### src/rtl/paren_traceback_pkg.sv
// Shared constants for the parenthesization traceback: token types, work-item kinds and
// FSM state encoding.
package paren_traceback_pkg;

    localparam int unsigned IDX_W_DEFAULT = 8;

    localparam logic [1:0] TOK_MAT   = 2'd0;
    localparam logic [1:0] TOK_OPEN  = 2'd1;
    localparam logic [1:0] TOK_CLOSE = 2'd2;

    localparam logic KIND_RANGE = 1'b0;
    localparam logic KIND_CLOSE = 1'b1;

    typedef enum logic [2:0] {
        StIdle,
        StPop,
        StWait,
        StEmit,
        StPush,
        StDone,
        StErr
    } state_e;

endpackage

### src/rtl/paren_stack.sv
// Synchronous LIFO work stack with a combinational top-of-stack view and a bulk clear.
module paren_stack #(
    parameter int unsigned WIDTH = 17,
    parameter int unsigned DEPTH = 64
) (
    input  logic             clk1,
    input  logic             rst,
    input  logic             clr,
    input  logic             push,
    input  logic             pop,
    input  logic [WIDTH-1:0] push_data,
    output logic [WIDTH-1:0] top,
    output logic             full,
    output logic             empty
);
    localparam int unsigned SP_W = $clog2(DEPTH + 1);
    localparam int unsigned AW   = (DEPTH > 1) ? $clog2(DEPTH) : 1;

    logic [WIDTH-1:0] mem [DEPTH];
    logic [SP_W-1:0]  sp;
    logic [AW-1:0]    wr_addr, rd_addr;

    assign wr_addr = AW'(sp);
    assign rd_addr = AW'(sp - SP_W'(1));
    assign full    = sp == SP_W'(DEPTH);
    assign empty   = sp == '0;
    assign top     = empty ? '0 : mem[rd_addr];

    always_ff @(posedge clk1) begin
        if (push && !full) mem[wr_addr] <= push_data;
    end

    always_ff @(posedge clk1 or negedge rst) begin
        if (!rst)                sp <= '0;
        else if (clr)            sp <= '0;
        else if (push && !full)  sp <= sp + SP_W'(1);
        else if (pop && !empty)  sp <= sp - SP_W'(1);
    end

endmodule

### src/rtl/paren_traceback.sv
// Walks the split table from s[1][n] and streams OPEN / MAT idx / CLOSE tokens (valid/ready).
// Defining PAREN_MULT_COUNT_EN adds mult_cnt and cnt_mismatch outputs.
module paren_traceback
    import paren_traceback_pkg::*;
#(
    parameter int unsigned MAX_N       = 32,
    parameter int unsigned IDX_W       = IDX_W_DEFAULT,
    parameter int unsigned STACK_DEPTH = 2 * MAX_N
) (
    input  logic             clk1,
    input  logic             rst,
    input  logic             start,
    input  logic [IDX_W-1:0] n,
    output logic             k_rd_en,
    output logic [IDX_W-1:0] k_i,
    output logic [IDX_W-1:0] k_j,
    input  logic [IDX_W-1:0] k_data,
    output logic             tok_valid,
    input  logic             tok_ready,
    output logic [1:0]       tok_type,
    output logic [IDX_W-1:0] tok_idx,
`ifdef PAREN_MULT_COUNT_EN
    output logic [IDX_W-1:0] mult_cnt,
    output logic             cnt_mismatch,
`endif
    output logic             busy,
    output logic             done,
    output logic             err
);
    localparam int unsigned ITEM_W = 1 + 2 * IDX_W;

    state_e           state;
    logic [IDX_W-1:0] cur_i, cur_j, cur_k;
    logic [1:0]       push_cnt;
    logic             stk_clr, stk_push, stk_pop, stk_full, stk_empty;
    logic [ITEM_W-1:0] push_item, top_item;
    logic             top_kind;
    logic [IDX_W-1:0] top_i, top_j;
    logic             n_ok, k_ok;

    assign {top_kind, top_i, top_j} = top_item;
    assign n_ok    = (n != '0) && (32'(n) <= MAX_N);
    assign k_ok    = (k_data >= cur_i) && (k_data < cur_j);
    assign stk_clr = state == StErr;

    paren_stack #(
        .WIDTH (ITEM_W),
        .DEPTH (STACK_DEPTH)
    ) u_stack (
        .clk1      (clk1),
        .rst       (rst),
        .clr       (stk_clr),
        .push      (stk_push),
        .pop       (stk_pop),
        .push_data (push_item),
        .top       (top_item),
        .full      (stk_full),
        .empty     (stk_empty)
    );

    // Split-table read is issued from POP directly so k_data lands during WAIT.
    always_comb begin
        stk_push  = 1'b0;
        stk_pop   = 1'b0;
        push_item = '0;
        k_rd_en   = 1'b0;
        k_i       = '0;
        k_j       = '0;
        unique case (state)
            StIdle: begin
                if (start && n_ok) begin
                    stk_push  = 1'b1;
                    push_item = {KIND_RANGE, IDX_W'(1), n};
                end
            end
            StPop: begin
                if (!stk_empty) begin
                    stk_pop = 1'b1;
                    if (top_kind == KIND_RANGE && top_i < top_j) begin
                        k_rd_en = 1'b1;
                        k_i     = top_i;
                        k_j     = top_j;
                    end
                end
            end
            StPush: begin
                stk_push = !stk_full;
                unique case (push_cnt)
                    2'd0:    push_item = {KIND_CLOSE, cur_i, cur_j};
                    2'd1:    push_item = {KIND_RANGE, cur_k + IDX_W'(1), cur_j};
                    default: push_item = {KIND_RANGE, cur_i, cur_k};
                endcase
            end
            default: ;
        endcase
    end

    always_ff @(posedge clk1 or negedge rst) begin
        if (!rst) begin
            state     <= StIdle;
            cur_i     <= '0;
            cur_j     <= '0;
            cur_k     <= '0;
            push_cnt  <= '0;
            tok_valid <= 1'b0;
            tok_type  <= TOK_MAT;
            tok_idx   <= '0;
            busy      <= 1'b0;
            done      <= 1'b0;
            err       <= 1'b0;
        end else begin
            unique case (state)
                StIdle: begin
                    if (start && n_ok) begin
                        err   <= 1'b0;
                        busy  <= 1'b1;
                        state <= StPop;
                    end else if (start) begin
                        err   <= 1'b1;
                        done  <= 1'b1;
                        state <= StErr;
                    end
                end
                StPop: begin
                    if (stk_empty) begin
                        busy  <= 1'b0;
                        done  <= 1'b1;
                        state <= StDone;
                    end else if (top_kind == KIND_CLOSE) begin
                        tok_valid <= 1'b1;
                        tok_type  <= TOK_CLOSE;
                        tok_idx   <= '0;
                        state     <= StEmit;
                    end else if (top_i == top_j) begin
                        tok_valid <= 1'b1;
                        tok_type  <= TOK_MAT;
                        tok_idx   <= top_i;
                        state     <= StEmit;
                    end else if (top_i < top_j) begin
                        cur_i <= top_i;
                        cur_j <= top_j;
                        state <= StWait;
                    end else begin
                        err   <= 1'b1;
                        busy  <= 1'b0;
                        done  <= 1'b1;
                        state <= StErr;
                    end
                end
                StWait: begin
                    if (k_ok) begin
                        cur_k     <= k_data;
                        tok_valid <= 1'b1;
                        tok_type  <= TOK_OPEN;
                        tok_idx   <= '0;
                        state     <= StEmit;
                    end else begin
                        err   <= 1'b1;
                        busy  <= 1'b0;
                        done  <= 1'b1;
                        state <= StErr;
                    end
                end
                StEmit: begin
                    if (tok_ready) begin
                        tok_valid <= 1'b0;
                        tok_type  <= TOK_MAT;
                        tok_idx   <= '0;
                        push_cnt  <= '0;
                        state     <= (tok_type == TOK_OPEN) ? StPush : StPop;
                    end
                end
                StPush: begin
                    if (stk_full) begin
                        err   <= 1'b1;
                        busy  <= 1'b0;
                        done  <= 1'b1;
                        state <= StErr;
                    end else if (push_cnt == 2'd2) begin
                        push_cnt <= '0;
                        state    <= StPop;
                    end else begin
                        push_cnt <= push_cnt + 2'd1;
                    end
                end
                StDone, StErr: begin
                    done  <= 1'b0;
                    state <= StIdle;
                end
                default: state <= StIdle;
            endcase
        end
    end

`ifdef PAREN_MULT_COUNT_EN
    logic [IDX_W-1:0] n_q;

    always_ff @(posedge clk1 or negedge rst) begin
        if (!rst) begin
            mult_cnt     <= '0;
            n_q          <= '0;
            cnt_mismatch <= 1'b0;
        end else begin
            if (state == StIdle && start) begin
                mult_cnt <= '0;
                n_q      <= n;
            end else if (tok_valid && tok_ready && tok_type == TOK_CLOSE) begin
                mult_cnt <= mult_cnt + IDX_W'(1);
            end
            // Lines up with done on the POP->DONE exit only.
            cnt_mismatch <= (state == StPop) && stk_empty && !err &&
                            (mult_cnt != n_q - IDX_W'(1));
        end
    end
`endif

endmodule

### config.mk
export PLATFORM = sky130hd
export DESIGN_NAME = paren_traceback
export DESIGN_NICKNAME = d
export VERILOG_FILES = /design/src/rtl/paren_traceback_pkg.sv /design/src/rtl/paren_stack.sv /design/src/rtl/paren_traceback.sv
export SDC_FILE = /design/constraint.sdc
export NUM_CORES = 1
export LEC_CHECK = 0
export ABC_AREA = 0
export CORE_UTILIZATION = 40
export CTS_CLUSTER_SIZE = 40
export DETAILED_ROUTE_END_ITERATION = 10
export GPL_ROUTABILITY_DRIVEN = 0
export PLACE_DENSITY = 0.63
export SLEW_MARGIN = 20
export SYNTH_ARGS = -nofsm -noshare
export SYNTH_HDL_FRONTEND = slang
export SYNTH_SLANG_ARGS = --single-unit
### constraint.sdc
create_clock -name clk1 -period 14.8 [get_ports clk1]
set_input_delay 2.22 -clock clk1 [delete_from_list [all_inputs] [get_ports clk1]]
set_output_delay 2.22 -clock clk1 [all_outputs]
set_load 0.01 [all_outputs]
Word level (Yosys, flattened, before mapping)
Memories as Yosys holds them, arrays and structs flattened.
Cells that the tools add are included.
Operators by class
  add/subtract/negate cells: 4
  $lt $le $gt $ge: 4
  equal/unequal tests: 29
  mux-type cells: 75
  bitwise operators: 3
  reductions and logical operators: 26
Operators by type and width (count)
  $mux W8: 11
  $pmux W17 S2: 2
  $mux W3: 11
  $mux W1: 30
  $pmux W8 S3: 1
  $ne A2 B2 Y1 const B: 11
  $mux W7: 3
  $mux W17: 1
  $lt A8 B8 Y1: 2
  $reduce_and A8 Y1: 2
  $ne A3 B3 Y1 const B: 5
  $pmux W3 S5: 1
  $mux W2: 7
  $reduce_and A5 Y1: 2
  $eq A3 B3 Y1 const B: 3
  $mux W9: 1
  $add A8 B1 Y8 const B: 1
  $eq A8 B8 Y1: 1
  $ge A8 B8 Y1: 1
  $le A8 B6 Y1 const B: 1
  $pmux W1 S4: 2
  $reduce_bool A8 Y1: 1
  $add A7 B1 Y7 const B: 1
  $eq A7 B7 Y1 const B: 1
  other kinds (27): 39
Storage, ports and cells
  register bits after elaboration: 50
  memory bits (writable): 1088
  output and inout bits: 31
  logic and storage cells: 154
  memories: 1
Memories
  u_stack.mem: depth 64, width 17, rd ports 1, clocked after memory_dff 0, write ports 1, RTL line paren_stack.sv:19  | logic [WIDTH-1:0] mem [DEPTH];

Depth between registers and ports, before layout
An unclocked memory read counts as a cell.
  depth after elaboration: 9
  gate-level depth with buffers: 24

By module
From an unflattened synthesis, not the netlist that was laid out.
Unflattened totals
  cells, all modules: 2395
  area total of the unflattened synthesis: 45631.3 um^2
By module, submodules not included
  paren_stack: times used 1, cells an instance 2074, area each 42595.9 um^2
  paren_traceback: times used 1, cells an instance 321, area each 3035.4 um^2

Least setup slack after synthesis
Ideal clock, no wire load.
  path type: register to output
  from: register u_stack.sp[0]
  to: output k_i[0]
  arrival: 4773 ps
  path slack: 7807 ps
  stages on the path, launching flop included: 23
  path buffers: 6
  cell sequence: dfrtp_1 buf_4 clkinv_1 ha_1 buf_6 buf_4 buf_2 buf_1 mux4_2 mux4_2 nand2_1 nand2_1 a21oi_1 or2_2 ha_1 nor2b_1 o21a_1 o21a_1 o21bai_1 and3_1 nand2_1 buf_2 nor2_1
On the way
  word-level cells in the longest chain between the ends: 8
  elaborated cells on any way between the ends: 10
  those cells by class: add/sub: 1; order compare: 1; mux: 4; bitwise: 1; reduce/logical: 2; memory: 1
RTL lines
  start, declared: RTL line paren_stack.sv:20  | logic [SP_W-1:0] sp;
  start signal, assigned: RTL line paren_stack.sv:36  | else if (push && !full) sp <= sp + SP_W'(1);
  start signal, assigned: RTL line paren_stack.sv:37  | else if (pop && !empty) sp <= sp - SP_W'(1);
  $sub A7 B1 Y7
  $mem_v2 Z64 W17
  $mux W17: RTL line paren_stack.sv:27  | assign top = empty ? '0 : mem[rd_addr];
  $lt A8 B8 Y1 / $not A1 Y1 (equally long branches)
  $logic_and A1 B1 Y1: RTL line paren_traceback.sv:79  | if (top_kind == KIND_RANGE && top_i < top_j) begin
  $mux W8: RTL line paren_traceback.sv:79
  $mux W8 (*): RTL line paren_traceback.sv:77  | if (!stk_empty) begin
  $mux W8 (*): RTL line paren_traceback.sv:69  | unique case (state)
  end, declared: RTL line paren_traceback.sv:15  | output logic [IDX_W-1:0] k_i,
Mark *: on every way between the ends. The rest lies on a longest branch, timed or not.

Worst setup path after layout
  from: register u_stack.sp[0]
  to: output k_i[6]
The elaborated chain is that of the path after synthesis.

==> results.md <==
* Cell-internal power at 7.48 mW
* Hold Violations, Final at 0
* Fmax at 92.2 MHz
* Largest net degree at the start of global routing at 120
* Top post-synthesis cells by area: edfxtp_1, mux4_2, dfrtp_1
* Layout area overhead at 14.6%
* Rows at 123
* Vias in the first global route at 23600
* Initial Util at 40.4%
* Seq pwr share at 34.0%
* Async SR Flop Fraction at 4.39%
* TritonRoute pass-1 iters at 7
* Crit share post-route at 73.3%
* Nets at 2447
* Synth Area in Simple Gates at 4.16%
* Final Util at 46.3%
* Startpoint type of the worst setup path: flop
* Syn. warnings at 0
* Post-synthesis mux area share at 16.6%
* Synth top area share at 71.8%
* Final worst slack at 3.96 ns
* CTS H-tree lvls at 3
* Die footprint at 115000 sq um
* Num CTS Buffers at 113
* Clock share of power at 23.8%
* Layout cells sized above 1 at 26.2%
* Synthesized area per cell at 20.3 sq um
* Dominant cell type by area after synthesis: edfxtp_1
* Register area at 33900 sq um
* All-layer global routing usage at 19.8%
* Sum Neg Setup Slack at 0 ns
* Hold Path Class: reg2reg
* Fin area at 52100 sq um
* Maxcap violations at 0
* Antenna diodes at 0
* Cell area after placement at 48400 sq um
* Post-route ant nets at 0
* Area of the multi-input gates at 11100 sq um
* Worst Setup End Kind: output port
* CP Data Required Time at 12.58 ns
* Drt total wl at 114 mm
* Total leakage power at 16.9 nW
* Combinational Power Share at 42.2%
* Slew HR at 20.0%
* Worst slew pin tran at 1.19 ns
* Synth Flop Type: edfxtp_1
* Vias at 23100
* Sequential area share after synthesis at 74.6%
* Die H at 339 microns
* Total nets after synthesis at 2293
* # IOs at 51
* Netlist cell types at 75
* CTS tree: done
* Peak VDD IR at 0.000189 V
* First-pass GRT wire length at 166 mm
* Slew Viols, Final at 0
* # setup viols final at 0
* Initial DRC count at 2655
* RSZ-0062 raised after global routing: no
* Clock latency on the worst-skew pair at 0.69 ns
* Vias per cell at 5.78
* Status: complete, no violations
* Most frequent cells in the layout: edfxtp_1, mux4_2, nand2_1
* Most common cell after layout, fill and taps aside: edfxtp_1
* Post-CTS sizing at 0
* Clk slew on worst S/H paths at 0.06 ns
* Critical path arrival at 8.62 ns
* DRC viols at 0
* Complex-gate fraction of the synthesized area at 2.09%
* Port Buffer Count at 50
* Critical Setup Path Class: reg2out
* Adder and majority gate portion of the synthesized area at 0.743%
* Skew final at 0.0341 ns
* Root Buffer: clkbuf_16
* Pre-CTS WS at 4.49 ns
* Post-CTS Repair Setup Buffers at 0
* P_sw at 4.50 mW
* Sink Count at 1138
* Core outline area at 113000 sq um
* Layout filler cell count at 9290
* Yosys reg bits at 1138
* Initial antenna violation count at 2
* Post-Syn Instances at 2246
* Hold buffers post-CTS at 0
* Wire per inst at 28.4 microns
* Synth Area in XOR/XNOR at 0.325%
* Worst Path Max Fanout at 64
* Max clock buf depth at 3
* Switching share of power at 37.6%
* Min Tclk post-route at 10.84 ns
* Grt ovf at 0
* Cell Area, Synth at 45500 sq um
* Die W at 339 microns
* Pwr dens at 230 nW/um^2
* Final HPWL DP at 65.0 mm
* Post-synth EDFFs at 1088
* Largest family of logic cells by synthesized area: multiplexers
-- final cells by class --
class | count | share of cell area (%)
multi-input combinational | 960 | 21.4
clock inverter | 56 | 1.19
sequential | 1138 | 65.1
clock buffer | 152 | 6.00
inverter | 30 | 0.216
timing repair buffer | 157 | 2.56
tap | 1500 | 3.60
-- path summary, 6_finish.rpt --
| check | from | end | slack (ns) | cells after the start |
|---|---|---|---|---|
| hold reg to reg | tok_valid$_DFFE_PN0P_ | tok_valid$_DFFE_PN0P_ | 0.50 | 1 |
| setup / recovery | u_stack.sp[0]$_DFFE_PN0P_ | k_i[6] | 3.96 | 17 |
| max in group asynchronous | rst | u_stack.sp[0]$_DFFE_PN0P_ | 12.63 | 2 |
| setup reg to reg | u_stack.sp[0]$_DFFE_PN0P_ | tok_idx[6]$_DFFE_PN0P_ | 7.26 | 17 |
| min in group asynchronous | rst | cur_k[0]$_DFFE_PN0P_ | 1.65 | 2 |
| hold / removal | tok_valid$_DFFE_PN0P_ | tok_valid$_DFFE_PN0P_ | 0.50 | 1 |
-- sequential cells by signal (all words and copies together), names as in the netlist --
signal and count:
done 1, tok_type 2, busy 1, cur_j 8, u_stack.sp 7, err 1, cur_i 8, state 3
tok_valid 1, tok_idx 8, u_stack.mem 1088, push_cnt 2, cur_k 8
-- Yosys cell counts (3+ instances only) --
cell type,number
nand2_1,167
mux2_2,13
or2_2,9
nand3b_1,3
inv_1,29
a21o_1,7
o211ai_1,4
nor2b_1,11
buf_1,13
clkbuf_1,35
o22ai_1,3
o21ai_0,22
or4_1,3
a2111oi_0,8
a21oi_1,35
a31o_2,4
o21ai_1,4
a211oi_1,10
or3_1,3
buf_4,12
nand4_1,17
ha_1,27
and2_1,6
nand3_1,58
xnor2_1,8
a21boi_0,4
and3_1,3
mux2i_1,41
a221oi_1,3
o21a_1,4
buf_2,56
a41oi_1,4
mux2_4,3
dfrtp_1,50
edfxtp_1,1088
nor3_1,8
nor2_1,117
mux4_2,306
nand2b_1,4
-- metrics by stage --
step	std cells	hold slack (ns)	power [mW]
floorplan	2246	0.479	7.29
global placement	3784	0.484	9.08
detailed placement	3784	0.485	9.15
CTS	3992	0.498	12.0
global route	3993	0.529	12.4
finish	3993	0.499	12.0
-- worst max-delay path: stages, from the launching register on --
cell and delay [ns]:
dfrtp_4 0.70, clkinv_1 0.59, ha_4 1.05, buf_4 0.84
mux4_2 0.44, mux4_2 0.28, nand2_1 0.07, a21oi_1 0.67
a21oi_1 0.24, or2_2 0.37, ha_1 0.21, a21o_1 0.17
a21o_1 0.16, a21oi_1 0.20, and3_1 0.25, nand2_1 0.48
nor2b_1 0.45, clkdlybuf4s50_1 0.61
-- power groups by stage --
stage               sequential, mW  clock (mW)  combinational, mW
floorplan                     4.09           0               3.20
global placement              4.12           0               4.96
detailed placement            4.13           0               5.02
CTS                           4.07        2.90               5.03
global route                  4.08        3.03               5.32
finish                        4.07        2.85               5.05
-- cells by family (layout without fill, tap and decap cells) --
kind of cell / count (synthesis) / in the layout
AO/OA/AOI/OAI: 136 / 136
XOR/XNOR: 13 / 13
adder cells (fa/ha/maj): 27 / 27
buffers and inverters: 148 / 395
flip-flops: 1138 / 1138
multiplexers: 365 / 365
AND/OR/NAND/NOR: 419 / 419
-- layer usage --
metal	vias to the layer above	wire [microns]	share of wire (%)	GRT usage (%)
met1	12300	46900	41	28.1
met3	178	9170	8.1	3.25
met5	-	0	0	0
met4	0	3540	3.1	6.75
met2	1059	53900	48	31.1
li1	9514	-	-	-
No activity file was read; power rests on OpenSTA's default activity.
